===== src/rtl/pong_match_ctrl.sv =====
// Pong match controller: sequences the title screen, serve, rally, pause, point
// and game-over phases, and keeps per-player scores.
module pong_match_ctrl #(
  parameter int unsigned NUM_PLAYERS  = 2,
  parameter int unsigned SCORE_W      = 4,
  parameter int unsigned WIN_SCORE    = 9,
  parameter int unsigned SERVE_FRAMES = 60,
  parameter int unsigned POINT_FRAMES = 30,
  localparam int unsigned PW = (NUM_PLAYERS > 2) ? $clog2(NUM_PLAYERS) : 1
) (
  input  logic                       clk_0,
  input  logic                       rst,
  input  logic                       frame_tick,
  input  logic                       start_btn,
  input  logic                       pause_btn,
  input  logic                       point_valid,
  input  logic [PW-1:0]              point_player,
  output logic [2:0]                 state,
  output logic [NUM_PLAYERS*SCORE_W-1:0] scores,
  output logic [PW-1:0]              serve_player,
  output logic [PW-1:0]              winner,
  output logic                       ball_enable,
  output logic                       sq_shown,
  output logic                       game_startup,
  output logic                       game_over
);

  // A frame count of 0 is treated as 1 so the phase still lasts one tick.
  localparam int unsigned SERVE_T = (SERVE_FRAMES == 0) ? 1 : SERVE_FRAMES;
  localparam int unsigned POINT_T = (POINT_FRAMES == 0) ? 1 : POINT_FRAMES;
  localparam int unsigned MAX_T   = (SERVE_T > POINT_T) ? SERVE_T : POINT_T;
  localparam int unsigned CNT_W   = (MAX_T > 1) ? $clog2(MAX_T) : 1;

  localparam logic [CNT_W-1:0]   SERVE_LAST = CNT_W'(SERVE_T - 1);
  localparam logic [CNT_W-1:0]   POINT_LAST = CNT_W'(POINT_T - 1);
  localparam logic [SCORE_W-1:0] WIN_VAL    = SCORE_W'(WIN_SCORE);
  localparam logic [PW:0]        NUM_P_EXT  = (PW + 1)'(NUM_PLAYERS);
  localparam logic [PW-1:0]      LAST_P     = PW'(NUM_PLAYERS - 1);

  typedef enum logic [2:0] {
    StStartup = 3'd0,
    StServe   = 3'd1,
    StPlay    = 3'd2,
    StPause   = 3'd3,
    StPoint   = 3'd4,
    StOver    = 3'd5
  } state_e;

  state_e              state_q, state_d;
  logic [SCORE_W-1:0]  score_q [NUM_PLAYERS];
  logic [SCORE_W-1:0]  score_d [NUM_PLAYERS];
  logic [PW-1:0]       serve_q, serve_d;
  logic [PW-1:0]       winner_q, winner_d;
  logic [CNT_W-1:0]    cnt_q, cnt_d;
  logic                start_prev_q, pause_prev_q;
  logic                ball_enable_q, sq_shown_q, game_startup_q, game_over_q;

  logic                start_edge, pause_edge, point_ok;
  logic [SCORE_W-1:0]  hit_score, new_score;
  logic [PW-1:0]       next_serve;

  assign start_edge = start_btn & ~start_prev_q;
  assign pause_edge = pause_btn & ~pause_prev_q;
  assign point_ok   = point_valid && ({1'b0, point_player} < NUM_P_EXT);

  // Score of the player named by point_player, and its incremented value.
  always_comb begin
    hit_score = '0;
    for (int i = 0; i < NUM_PLAYERS; i++) begin
      if (PW'(i) == point_player) hit_score = score_q[i];
    end
    new_score  = hit_score + SCORE_W'(1);
    next_serve = (point_player == LAST_P) ? '0 : point_player + PW'(1);
  end

  // Next-state, score, serve, winner and frame-counter logic.
  always_comb begin
    state_d  = state_q;
    score_d  = score_q;
    serve_d  = serve_q;
    winner_d = winner_q;
    cnt_d    = cnt_q;
    case (state_q)
      StStartup: begin
        for (int i = 0; i < NUM_PLAYERS; i++) score_d[i] = '0;
        if (start_edge) begin
          state_d = StServe;
          serve_d = '0;
          cnt_d   = '0;
        end
      end
      StServe: begin
        if (frame_tick) begin
          if (cnt_q == SERVE_LAST) state_d = StPlay;
          else                     cnt_d   = cnt_q + CNT_W'(1);
        end
      end
      StPlay: begin
        // A valid point wins over a same-cycle pause edge.
        if (point_ok) begin
          for (int i = 0; i < NUM_PLAYERS; i++) begin
            if (PW'(i) == point_player) score_d[i] = new_score;
          end
          if (new_score == WIN_VAL) begin
            state_d  = StOver;
            winner_d = point_player;
          end else begin
            state_d = StPoint;
            serve_d = next_serve;
            cnt_d   = '0;
          end
        end else if (pause_edge) begin
          state_d = StPause;
        end
      end
      StPause: begin
        if (pause_edge) state_d = StPlay;
      end
      StPoint: begin
        if (frame_tick) begin
          if (cnt_q == POINT_LAST) begin
            state_d = StServe;
            cnt_d   = '0;
          end else begin
            cnt_d = cnt_q + CNT_W'(1);
          end
        end
      end
      StOver: begin
        if (start_edge) begin
          state_d = StStartup;
          for (int i = 0; i < NUM_PLAYERS; i++) score_d[i] = '0;
        end
      end
      default: state_d = StStartup;
    endcase
  end

  // State, score and bookkeeping registers; button history resets high so a
  // button held through reset release is not seen as a press.
  always_ff @(posedge clk_0 or posedge rst) begin
    if (rst) begin
      state_q      <= StStartup;
      for (int i = 0; i < NUM_PLAYERS; i++) score_q[i] <= '0;
      serve_q      <= '0;
      winner_q     <= '0;
      cnt_q        <= '0;
      start_prev_q <= 1'b1;
      pause_prev_q <= 1'b1;
    end else begin
      state_q      <= state_d;
      score_q      <= score_d;
      serve_q      <= serve_d;
      winner_q     <= winner_d;
      cnt_q        <= cnt_d;
      start_prev_q <= start_btn;
      pause_prev_q <= pause_btn;
    end
  end

  // Moore outputs registered from the next state so they line up with state.
  always_ff @(posedge clk_0 or posedge rst) begin
    if (rst) begin
      ball_enable_q  <= 1'b0;
      sq_shown_q     <= 1'b0;
      game_startup_q <= 1'b1;
      game_over_q    <= 1'b0;
    end else begin
      ball_enable_q  <= (state_d == StPlay);
      sq_shown_q     <= (state_d == StServe) || (state_d == StPlay) || (state_d == StPause);
      game_startup_q <= (state_d == StStartup);
      game_over_q    <= (state_d == StOver);
    end
  end

  // Pack per-player scores, player 0 in the least significant field.
  always_comb begin
    scores = '0;
    for (int i = 0; i < NUM_PLAYERS; i++) scores[i*SCORE_W +: SCORE_W] = score_q[i];
  end

  assign state        = state_q;
  assign serve_player = serve_q;
  assign winner       = winner_q;
  assign ball_enable  = ball_enable_q;
  assign sq_shown     = sq_shown_q;
  assign game_startup = game_startup_q;
  assign game_over    = game_over_q;

endmodule


===== config.mk =====
export PLATFORM = sky130hd
export DESIGN_NAME = pong_match_ctrl
export DESIGN_NICKNAME = d
export VERILOG_FILES = /design/src/rtl/pong_match_ctrl.sv
export SDC_FILE = /design/constraint.sdc
export NUM_CORES = 1
export LEC_CHECK = 0
export CAP_MARGIN = 0
export CORE_AREA = 2 2 69 51
export CTS_BUF_LIST = sky130_fd_sc_hd__clkbuf_8 sky130_fd_sc_hd__clkbuf_16
export DETAILED_ROUTE_END_ITERATION = 6
export DIE_AREA = 0 0 71 53
export PLACE_DENSITY = 0.78
export SLEW_MARGIN = 15
export SYNTH_ARGS = -nofsm -noshare
export SYNTH_HDL_FRONTEND = slang
export SYNTH_SLANG_ARGS = --single-unit

===== constraint.sdc =====
create_clock -name clk_0 -period 2.14 [get_ports clk_0]
set_input_delay 0.214 -clock clk_0 [delete_from_list [all_inputs] [get_ports clk_0]]
set_output_delay 0.214 -clock clk_0 [all_outputs]
set_load 0.01 [all_outputs]

# Word level (Yosys, flattened, before mapping)
# Cells that the tools add are included.
word_totals:
  reg_bits: 25
  wordCells: 82
  output_inout_bits: 17
op_classes:
  n_addsub: 3
  n_reduce_logical: 12
  bitwise_logic: 4
  muxes: 30
  eq_ne: 21
ops:
  columns: ["op", "n"]
  rows:
  - ["two-way mux 6 bit", 7]
  - ["two-way mux 3 bit", 9]
  - ["case mux 6 bit (4 select lines)", 1]
  - ["case mux 8 bit (3 select lines)", 1]
  - ["!= test 2 bit, second input constant", 9]
  - ["case mux 3 bit (6 select lines)", 1]
  - ["two-way mux 8 bit", 2]
  - ["== test 3 x 2 -> 1 bit, second input constant", 4]
  - ["two-way mux 4 bit", 3]
  - ["AND reduction 4 bit", 3]
  - ["== test 3 bit, second input constant", 3]
  - ["AND reduction 7 bit", 1]
  - ["adder 6 x 1 -> 6 bit, second input constant", 1]
  - ["== test 3 x 1 -> 1 bit, second input constant", 2]
  - ["== test 6 x 5 -> 1 bit, second input constant", 1]
  - ["== test 6 bit, second input constant", 1]
  - ["logical NOT 3 bit", 2]
  - ["two-way mux 1 bit", 5]
  - ["adder 4 x 1 -> 4 bit, second input constant", 1]
  - ["== test 4 bit, second input constant", 1]
  - ["nonzero test 4 bit", 1]
  - ["AND reduction 3 bit", 1]
  - ["nonzero test 3 bit", 1]
  - ["AND 1 bit", 2]
  - ["5 further kinds", 7]

# Logic depth before layout (Yosys ltp)
depth:
  ltp_word: 9
  mapped_depth: 10

# Worst setup path before layout
# Ideal clock, no wire load.
synth_path:
  kind: "register to register"
  start: "register score_q, in the netlist scores[5]"
  end: "register game_over_q, in the netlist game_over"
  arrival_ns: 1.865
  period_less_slack_ns: 1.932
  setup_slack_ns: 0.208
  path_stages_with_launch: 10
  setup_ns: 0.066
  cell_sequence: "dfrtp_1 -> nand2_1 -> a21boi_0 -> inv_1 -> ha_1 -> nand2b_1 -> mux2i_1 -> nand4bb_1 -> nand3b_1 -> and2_1"
synth_between:
  elab_chain_cells: 7
synth_lines:
  columns: ["element", "line_no", "text"]
  rows:
  - ["from (decl)", "50", "logic [SCORE_W-1:0] score_q [NUM_PLAYERS];"]
  - ["from (signal assigned)", "152", "score_q <= score_d;"]
  - ["two-way mux 4 bit", "70", "if (PW'(i) == point_player) hit_score = score_q[i];"]
  - ["adder 4 x 1 -> 4 bit", "72", "new_score = hit_score + SCORE_W'(1);"]
  - ["== test 4 bit", "104", "if (new_score == WIN_VAL) begin"]
  - ["two-way mux 1 bit", "104", null]
  - ["two-way mux 3 bit", "100", "if (point_ok) begin"]
  - ["case mux 3 bit (6 select lines)", "83", "case (state_q)"]
  - ["net state_d[0]", "49", "state_e state_q, state_d;"]
  - ["== test 3 bit", "172", "game_over_q <= (state_d == StOver);"]
  - ["to (signal assigned)", "172", null]
  - ["to (decl)", "56", "logic ball_enable_q, sq_shown_q, game_startup_q, game_over_q;"]
# The timed path passes the listed nets, and every way through them passes these cells.
# A chain may end at the register's enable or synchronous reset.

# Worst setup path after layout
layout_path:
  start: "input point_player"
  end: "register sq_shown_q, in the netlist sq_shown"
layout_between:
  elab_chain_cells: 9
layout_lines:
  columns: ["element", "line_no", "text"]
  rows:
  - ["from (decl)", "17", "input logic [PW-1:0] point_player,"]
  - ["two-way mux 4 bit (*)", "70", null]
  - ["adder 4 x 1 -> 4 bit (*)", "72", null]
  - ["== test 4 bit (*)", "104", null]
  - ["two-way mux 1 bit (*)", "104", null]
  - ["two-way mux 3 bit (*)", "100", null]
  - ["case mux 3 bit (6 select lines) (*)", "83", null]
  - ["net state_d[0]", "49", null]
  - ["== test 3 x 1 -> 1 bit / == test 3 x 2 -> 1 bit (equally long branches)", "170", "sq_shown_q <= (state_d == StServe) || (state_d == StPlay) || (state_d == StPause);"]
  - ["logical OR 1 bit", "170", null]
  - ["logical OR 1 bit (*)", "170", null]
  - ["to (signal assigned)", "170", null]
  - ["to (decl)", "56", null]
# The timed path passes the listed nets; every way through them passes the cells marked *.

==> impl_metrics.ini <==
[worst_setup_path]
critPathArrivalTime_ns = 2.21
r2r_slack_ns = 0.21
slowest_stage = clkdlybuf4s50_1
r2r-start = scores[5]$_DFFE_PP0P_
crit_type = primary input to flip-flop
endpoint = sq_shown$_DFF_PP0_
crit_path_max_fanout = 5
reg2reg_depth = 9
path_cells = clkdlybuf4s50_1 -> mux2_2 -> ha_1 -> nand2b_1 -> mux2i_1 -> nand4bb_1 -> nand3b_1 -> o21ba_2
rr_endpoint = sq_shown$_DFF_PP0_
start_kind = primary input
cp.required_ns = 2.36
slowest_delay_ns = 0.54
crit_path_start = point_player
setup.worst_path.end_class = flip-flop

[pwr]
power.leakage_nw = 0.812
powerDensity_nw_per_um2 = 1210
ir_drop_mv = 0.511

[floorplanning]
start_util_pct = 47.3
rows = 17
ioPinCount = 24
die_y_um = 53
die-area_um2 = 3760
core_area_um2 = 3080
die-width_um = 71

[place]
place_congestion = 0.910
placed_area_um2 = 1840
dp_slack_ns = -0.120
port_buffers = 23
dp_hpwl_um = 2670

[cells_and_area]
final_area_um2 = 1880
nNetsFinal = 203
diodes = 0
fin_util_pct = 61.0
layout-drive-gt1-share_pct = 16.2
area_delta_synth_final_pct = 28.8

[routing]
first_pass_iters = 4
wl_per_cell_um = 15.2
dr_wl_met2_um = 1520
drt-vias-per-instance = 5.73
dr_wl_met3_um = 179
top_layer = met4
route.detailed.drc = 0
met1_length_um = 1750
drt-total-wl_um = 3490
ant_nets = 0
via_count = 1312
drt_iter0_drc = 115

[sta]
tightest_slew_ns = 0.680
fmax_mhz = 501
rsz0062_at_grt = false
fin_crit_sh_pct = 93.3
slew_violations = 0
holdWs_ns = 0.300
finalClockSkew_ns = 0.00331
maxSlewHeadroom_pct = 54.2
finalCriticalPeriod_ns = 2.00
tns_ns = 0
setup_viol = 0
finalWorstSetupSlack_ns = 0.143
hold_violations = 0

[logic_synthesis]
yosys_warnings = 0
syn_area_um2 = 1460
yosys.area.top_type = dfrtp_1
seq_area_frac_synth_pct = 43.1
synth_edf_count = 0
synth_cells = 152
ys_async_sr_fraction_pct = 100
yosysTopAreaCellShare_pct = 37.7
postSynthAreaPerCell_um2 = 9.61
syn_nets = 163
synthTopCellsByArea = dfrtp_1 (38%), o21ai_0 (5.5%), dfstp_2 (5.4%), nand2_1 (3.9%), ha_1 (3.4%)
synthDistinctLibCells = 41
ys_ff_latch = 25
synth_ff_type = dfrtp_1

[global_route]
grt_pass1_wl_um = 5950
gr-total-overflow = 0
grt_pass1_vias = 1235
grt.total_usage_pct = 20.9
antenna_found_initial = 0
grt_max_degree = 26

[run]
maxCapViolations = 0

[clock_tree]
clock_latency_ns = 0.27
cts_setup_buffers = 0
clkSinkCount = 25
clk_path_buf_depth = 2
numCtsBuffers = 3
cts_root_buf = clkbuf_8
cts_tree = yes
post_cts_resized = 0
clkTransAtPathRegs_ns = 0.08
htree_num_levels = 1
hold_buffers = 0

[worst_hold_path]
hp-class = primary input to asynchronous set/reset pin

[status]
outcome = completed
## layer usage
layer,GRT usage (%),up-vias
li1,-,639
met1,30.9,628
met2,30.2,41
met3,4.95,4
met4,5.97,0
met5,0,-
## worst min path at each step
stage | from | endpoint | cells past startpoint
after global placement | winner$_DFFE_PP0P_ | winner$_DFFE_PP0P_ | 2
after floorplan | pause_btn | pause_prev_q$_DFF_PP1_ | 0
after detailed placement | winner$_DFFE_PP0P_ | winner$_DFFE_PP0P_ | 2
after global routing | rst | cnt_q[5]$_DFFE_PP0P_ | 3
after CTS | rst | cnt_q[5]$_DFFE_PP0P_ | 3
final | rst | cnt_q[5]$_DFFE_PP0P_ | 3
## cell families (layout without fill, tap and decap cells)
family / count (synthesis) / count (layout) / share of synthesized area (%)
simple gates: 61 / 61 / 24.7
compound gates: 43 / 43 / 19.9
flops: 25 / 25 / 43.1
buf+inv: 12 / 51 / 3.86
mux: 7 / 7 / 5.06
fa+ha+maj: 4 / 4 / 3.43
## final cells by class
cell class	instances	area, um2
clock inverter	1	3.75
tap	38	47.5
sequential	25	629
clock buffer	3	41.3
inverter	7	26.3
timing repair buffer	40	358
multi-input combinational	115	774
fill	256	1200
## where the power goes
group | leakage [nW] | internal [mW] | switching, mW | total [mW]
logic | 0.465 | 0.621 | 0.623 | 1.24
clock network | 0.0269 | 0.129 | 0.149 | 0.277
registers | 0.320 | 0.621 | 0.130 | 0.751
total | 0.812 | 1.37 | 0.902 | 2.27
## sequential cells by signal, indices dropped and copies added (netlist names)
register and flops:
ball_enable 1, pause_prev_q 1, winner 1, scores 8, cnt_q 6, game_over 1, start_prev_q 1, game_startup 1
serve_player 1, state 3, sq_shown 1
## through the flow
stage / power, mW / cells
finish: 2.27 / 229
global route: 2.45 / 229
CTS: 2.27 / 229
detailed placement: 1.99 / 225
global placement: 1.94 / 225
floorplan: 1.49 / 152
## synthesized netlist by cell type (4+ instances only)
library cell	count
dfrtp_1	22
o21ai_0	16
nand2_1	15
inv_1	7
nand3_1	7
a22o_1	5
nand2b_1	5
nand3b_1	5
a31oi_1	4
ha_1	4
mux2i_1	4
nor2_1	4
o31ai_1	4
## worst max-delay path: cells and delay by family
kind                       cells  cell delay (ns)
muxes                          2             0.56
buffers and inverters          1             0.54
and+or+nand+nor                3             0.51
adders and majority gates      1             0.23
AOI/OAI and AO/OA              1             0.15
## layout by cell type, fill, tap and decap left out, drive strengths merged, types with 3 or more instances in the layout
| master | instances |
|---|---|
| a21oi | 3 |
| dfstp | 3 |
| mux2 | 3 |
| clkdlybuf4s50 | 23 |
| dfrtp | 22 |
| nor2 | 4 |
| buf | 17 |
| o31ai | 4 |
| a22o | 5 |
| a21o | 3 |
| inv | 8 |
| nand3b | 5 |
| a31oi | 4 |
| ha | 4 |
| nand2 | 15 |
| clkbuf | 3 |
| o21ai | 16 |
| nand3 | 7 |
| mux2i | 4 |
| nand2b | 5 |
| nor3 | 3 |
| nor2b | 3 |
| nor3b | 3 |
(Power assumes the default switching activity.)
